**config.mk**
```make
export PLATFORM = sky130hd
export DESIGN_NAME = led_pattern_gen
export DESIGN_NICKNAME = d
export VERILOG_FILES = /design/src/rtl/led_pattern_gen.sv
export SDC_FILE = /design/constraint.sdc
export NUM_CORES = 1
export LEC_CHECK = 0
export ABC_CLOCK_PERIOD_IN_PS = 5400
export CAP_MARGIN = 20
export CORE_MARGIN = 2
export CORE_UTILIZATION = 64
export CTS_CLUSTER_SIZE = 8
export DETAILED_ROUTE_END_ITERATION = 6
export PLACE_DENSITY_LB_ADDON = 0.3
export SLEW_MARGIN = 0
export SYNTH_ARGS = -nofsm -noshare
export SYNTH_HDL_FRONTEND = slang
export SYNTH_SLANG_ARGS = --single-unit
export TNS_END_PERCENT = 5
```
**constraint.sdc**
```tcl
create_clock -name clk_in -period 5.4 [get_ports clk_in]
set_input_delay 1.35 -clock clk_in [delete_from_list [all_inputs] [get_ports clk_in]]
set_output_delay 1.35 -clock clk_in [all_outputs]
set_load 0.03 [all_outputs]
```
**src/rtl/led_pattern_gen.sv**
```systemverilog
// LED pattern generator: a rate-selectable step timer drives a rotate/bounce/binary
// pattern machine. Switch inputs are resynchronised to clk_in before use.
module led_pattern_gen #(
  parameter int N_LED     = 4,
  parameter int CNT_W     = 23,
  parameter int STEP_CNT0 = 1_000_000,
  parameter int STEP_CNT1 = 1_750_000,
  parameter int STEP_CNT2 = 2_500_000,
  parameter int STEP_CNT3 = 5_000_000
) (
  input  logic             clk_in,
  input  logic             rst,
  input  logic [1:0]       rate,
  input  logic [1:0]       mode,
  input  logic             pause,
  output logic [N_LED-1:0] led,
  output logic             step
);

  typedef enum logic [1:0] {
    MODE_ROL    = 2'b00,
    MODE_ROR    = 2'b01,
    MODE_BOUNCE = 2'b10,
    MODE_COUNT  = 2'b11
  } mode_t;

  typedef enum logic {
    DIR_UP   = 1'b0,
    DIR_DOWN = 1'b1
  } dir_t;

  localparam logic [CNT_W-1:0] LIM0     = CNT_W'(STEP_CNT0 - 1);
  localparam logic [CNT_W-1:0] LIM1     = CNT_W'(STEP_CNT1 - 1);
  localparam logic [CNT_W-1:0] LIM2     = CNT_W'(STEP_CNT2 - 1);
  localparam logic [CNT_W-1:0] LIM3     = CNT_W'(STEP_CNT3 - 1);
  localparam logic [N_LED-1:0] LED_INIT = N_LED'(1);

  logic [1:0]       r_rateMeta, r_rateSync, r_rateQ;
  logic [1:0]       r_modeMeta, r_modeSync, r_modeQ;
  logic             r_pauseMeta, r_pauseSync;
  logic [CNT_W-1:0] r_cnt, w_cntNext, w_limitM1;
  logic [N_LED-1:0] r_led, w_ledNext, w_ledStep;
  dir_t             r_dir, w_dirNext, w_dirStep;
  logic             r_step, w_stepNext;
  logic             w_modeChange, w_rateChange, w_tick;
  mode_t            w_mode;

  // Two-flop synchronisers plus a previous-value stage for change detection.
  always_ff @(posedge clk_in or posedge rst) begin
    if (rst) begin
      r_rateMeta  <= '0;
      r_rateSync  <= '0;
      r_rateQ     <= '0;
      r_modeMeta  <= '0;
      r_modeSync  <= '0;
      r_modeQ     <= '0;
      r_pauseMeta <= 1'b0;
      r_pauseSync <= 1'b0;
    end else begin
      r_rateMeta  <= rate;
      r_rateSync  <= r_rateMeta;
      r_rateQ     <= r_rateSync;
      r_modeMeta  <= mode;
      r_modeSync  <= r_modeMeta;
      r_modeQ     <= r_modeSync;
      r_pauseMeta <= pause;
      r_pauseSync <= r_pauseMeta;
    end
  end

  assign w_mode       = mode_t'(r_modeSync);
  assign w_modeChange = (r_modeSync != r_modeQ);
  assign w_rateChange = (r_rateSync != r_rateQ);
  assign w_tick       = (r_cnt == w_limitM1);

  always_comb begin
    w_limitM1 = LIM0;
    case (r_rateSync)
      2'b00:   w_limitM1 = LIM0;
      2'b01:   w_limitM1 = LIM1;
      2'b10:   w_limitM1 = LIM2;
      default: w_limitM1 = LIM3;
    endcase
  end

  // State register: pattern, bounce direction, step timer and strobe.
  always_ff @(posedge clk_in or posedge rst) begin
    if (rst) begin
      r_led  <= LED_INIT;
      r_dir  <= DIR_UP;
      r_cnt  <= '0;
      r_step <= 1'b0;
    end else begin
      r_led  <= w_ledNext;
      r_dir  <= w_dirNext;
      r_cnt  <= w_cntNext;
      r_step <= w_stepNext;
    end
  end

  // Bounce turns around on the step that leaves an end bit, so each end is lit once.
  always_comb begin
    w_ledStep = r_led;
    w_dirStep = r_dir;
    case (w_mode)
      MODE_ROL: w_ledStep = {r_led[N_LED-2:0], r_led[N_LED-1]};
      MODE_ROR: w_ledStep = {r_led[0], r_led[N_LED-1:1]};
      MODE_BOUNCE: begin
        if (r_dir == DIR_UP) begin
          if (r_led[N_LED-1]) begin
            w_ledStep = r_led >> 1;
            w_dirStep = DIR_DOWN;
          end else begin
            w_ledStep = r_led << 1;
          end
        end else begin
          if (r_led[0]) begin
            w_ledStep = r_led << 1;
            w_dirStep = DIR_UP;
          end else begin
            w_ledStep = r_led >> 1;
          end
        end
      end
      MODE_COUNT: w_ledStep = r_led + LED_INIT;
      default: w_ledStep = r_led;
    endcase
  end

  always_comb begin
    w_ledNext  = r_led;
    w_dirNext  = r_dir;
    w_cntNext  = r_cnt;
    w_stepNext = 1'b0;
    if (w_modeChange) begin
      w_ledNext = LED_INIT;
      w_dirNext = DIR_UP;
      w_cntNext = '0;
    end else if (w_rateChange) begin
      w_cntNext = '0;
    end else if (r_pauseSync) begin
      w_cntNext = r_cnt;
    end else if (w_tick) begin
      w_ledNext  = w_ledStep;
      w_dirNext  = w_dirStep;
      w_cntNext  = '0;
      w_stepNext = 1'b1;
    end else begin
      w_cntNext = r_cnt + 1'b1;
    end
  end

  always_comb begin
    led  = r_led;
    step = r_step;
  end

endmodule

```
==> run metrics <==
port bufs 11; Worst setup SP type flip-flop; Worst EP arrival 3200 ps; Detail Placement HPWL 3.37 mm; Max FO, Critical Path 11; postcts setup bufs 0; Reg area 1080 µm²; Hold Fails Final Rpt 0; Comb power frac 5.8%; DRT antenna net count 0; final WL 4.95 mm; pwr/cell area 234 nW/µm²; Critical Path End Type flip-flop; die extent in y 65.6 µm; Post-synth top flop dfrtp_1; Setup violations, final 0; DP Cell Count 297; Final period util 55.9%; Clock Skews 8.69 ps; H-Tree Depth 2; register area share after synthesis 44.4%; vias in the first global route 1811; clock root buffer master clkbuf_8; post-CTS sizing 0; Worst-path clk slew 80 ps; synth warn 0; worst setup slack after layout 2380 ps; synthesized instance count 254; Worst-Skew Late Latency 300 ps; Post-synth EDFFs 0; core box area 3660 µm²; synthesized net count 268; DRT Pass-1 Iters 4; RSZ-0062 raised after global routing no; min cycle time layout 3020 ps; status completed; P&R area growth vs syn 10.3%; FMAX 331 MHz; Hold/Removal Path Class flip-flop to flip-flop; drt wl/cell 16.2 µm; IO Pins 12; final std cells w/o fill 306; worst slack, placed 2400 ps; largest net degree at the start of global routing 44; pins over their slew limit 0; die area 4300 µm²; DP Area 2550 µm²; die width 65.6 µm; Inserted Clock Buffers 5; Flop pwr share 53.7%; Post-Syn Area 2430 µm²; setup total negative slack 0 ps; Worst-Margin Slew 819 ps; Sink Count 43; synthesis-stage register bit count 43; # DRC 0; Critical Path RT 5580 ps; clk buf depth 2; CTS tree yes; Internal Power 0.478 mW; Layout fillers 258; hold_buf cts 0; Clk pwr share 40.5%; final instance area 2680 µm²; Tot GR Track Use 26.6%; multi-input combinational cell area 1250 µm²; Post-Syn Area per Cell 9.56 µm²; vias per inst 6.12; Initial Util 66.3%; antenna violations before repair 0; Relative slew margins 45.4%; Net Switching 0.147 mW; ANT cells 0; Starting DRT DRC Count 173; grt ovf 0; proportion of layout cells with a drive suffix above 1 6.98%; first-pass GRT wire length 8.71 mm; vias post-DR 1872; Max IR drop VDD 0.178 mV; sw frac 23.5%; Pleak 0.967 nW; Max Cap Viol 0; ys async rst share 100%; row count 22; synth unique cells 53; Total Nets Final 271; WS Path Type flip-flop to flip-flop; Final Wtd Congestion 0.819
==> power groups by stage <==
stage               Clock [mW]  Combinational, mW  Sequential [mW]
floorplan                    0             0.0273            0.337
global placement             0             0.0350            0.342
detailed placement           0             0.0361            0.342
CTS                      0.256             0.0362            0.335
global route             0.272             0.0408            0.337
finish                   0.253             0.0364            0.336
==> cell usage after synthesis, drive strengths merged (2+ instances only) <==
master / instances / area (µm²)
nand3b: 3 / 22.5
a211o: 3 / 26.3
dfrtp: 42 / 1050
buf: 7 / 32.5
nand4b: 2 / 17.5
xnor2: 19 / 166
a21oi: 10 / 50.1
o211ai: 5 / 37.5
nor4: 3 / 25.0
o21ai: 8 / 40.0
a211oi: 9 / 67.6
nand3: 13 / 70.1
inv: 10 / 37.5
nand2: 16 / 60.1
ha: 7 / 87.6
nor2b: 2 / 12.5
and4: 2 / 17.5
clkbuf: 11 / 41.3
xor2: 5 / 43.8
or4: 2 / 15.0
nor2: 23 / 86.3
nand4: 11 / 68.8
or4b: 2 / 20.0
nor3: 2 / 21.3
nand2b: 7 / 43.8
or3: 5 / 31.3
mux2i: 3 / 30.0
==> final cells by class <==
cell class	instances	share of cell area (%)
clock inverters	3	1.64
multi-input cells	183	46.8
inverters	10	1.40
clock buffers	5	2.57
well taps	48	2.24
flip-flops and latches	43	40.3
repair buffers	14	5.10
==> cells by family (layout without fill, tap and decap cells) <==
| kind of cell | after synthesis | after routing | synth area share, % |
|---|---|---|---|
| AOI/OAI and AO/OA | 48 | 48 | 13.6 |
| xor gates and xnor gates | 24 | 24 | 8.66 |
| adders and majority gates | 7 | 7 | 3.61 |
| buffers and inverters | 28 | 32 | 4.59 |
| DFF | 43 | 43 | 44.4 |
| muxes | 4 | 4 | 1.70 |
| and+or+nand+nor | 100 | 100 | 23.5 |
==> layout by cell type, fill, tap and decap left out, types with 3 or more instances in the layout <==
cell | synthesis | layout
dfrtp_1 | 42 | 42
nor2_1 | 23 | 23
xnor2_1 | 19 | 19
nand2_1 | 16 | 16
nand3_1 | 12 | 12
nand4_1 | 11 | 11
clkdlybuf4s50_1 | 0 | 11
a21oi_1 | 10 | 10
inv_1 | 10 | 9
a211oi_1 | 9 | 9
o21ai_0 | 8 | 8
nand2b_1 | 7 | 7
ha_1 | 7 | 7
xor2_1 | 5 | 5
or3_1 | 5 | 5
o211ai_1 | 5 | 5
clkbuf_8 | 0 | 5
a211o_1 | 3 | 3
nand3b_1 | 3 | 3
mux2i_1 | 3 | 3
==> routing by layer <==
layer | wire length, µm | track usage (%) | share of wire (%) | vias to the layer above
li1 | - | - | - | 918
met1 | 2210 | 35.5 | 45 | 893
met2 | 2420 | 43.1 | 49 | 55
met3 | 260 | 5.65 | 5.3 | 6
met4 | 47 | 9.64 | 0.95 | 0
met5 | 0 | 0 | 0 | -
==> registers in the layout, summed over array words and instances (netlist names) <==
signal,count
step,1
r_pauseMeta,1
r_pauseSync,1
r_modeSync,2
r_cnt,23
led,4
r_dir,1
r_modeMeta,2
r_rateSync,2
r_rateMeta,2
r_modeQ,2
r_rateQ,2
==> critical path, stage by stage, from the launching register on <==
cell	delay, ps
dfrtp_1	440
inv_1	100
ha_1	210
or3b_1	380
a222oi_1	400
o211ai_1	290
o31ai_2	710
buf_4	300
a21oi_1	60
==> metrics by stage <==
step / util, % / hold WS, ps / total power, mW
2_1_floorplan: - / 331 / 0.364
3_3_place_gp: 69.7 / 333 / 0.377
3_5_place_dp: 69.7 / 336 / 0.378
4_1_cts: 72.8 / 355 / 0.628
5_1_grt: 73.1 / 359 / 0.650
6_report: 73.1 / 351 / 0.625
==> path summary, 6_finish.rpt <==
path | from | to | slack [ps] | depth (start not counted)
hold / removal | r_rateMeta[1] | r_rateSync[1] | 350 | 0
min in group asynchronous | rst | r_rateQ[1] | 1490 | 3
hold reg to reg | r_rateMeta[1] | r_rateSync[1] | 350 | 0
setup reg to reg | r_rateSync[0] | r_cnt[20] | 2380 | 8
setup / recovery | r_rateSync[0] | r_cnt[20] | 2380 | 8
max in group asynchronous | rst | r_cnt[6] | 3530 | 3
Note: power is estimated with default switching activity, not from simulation.
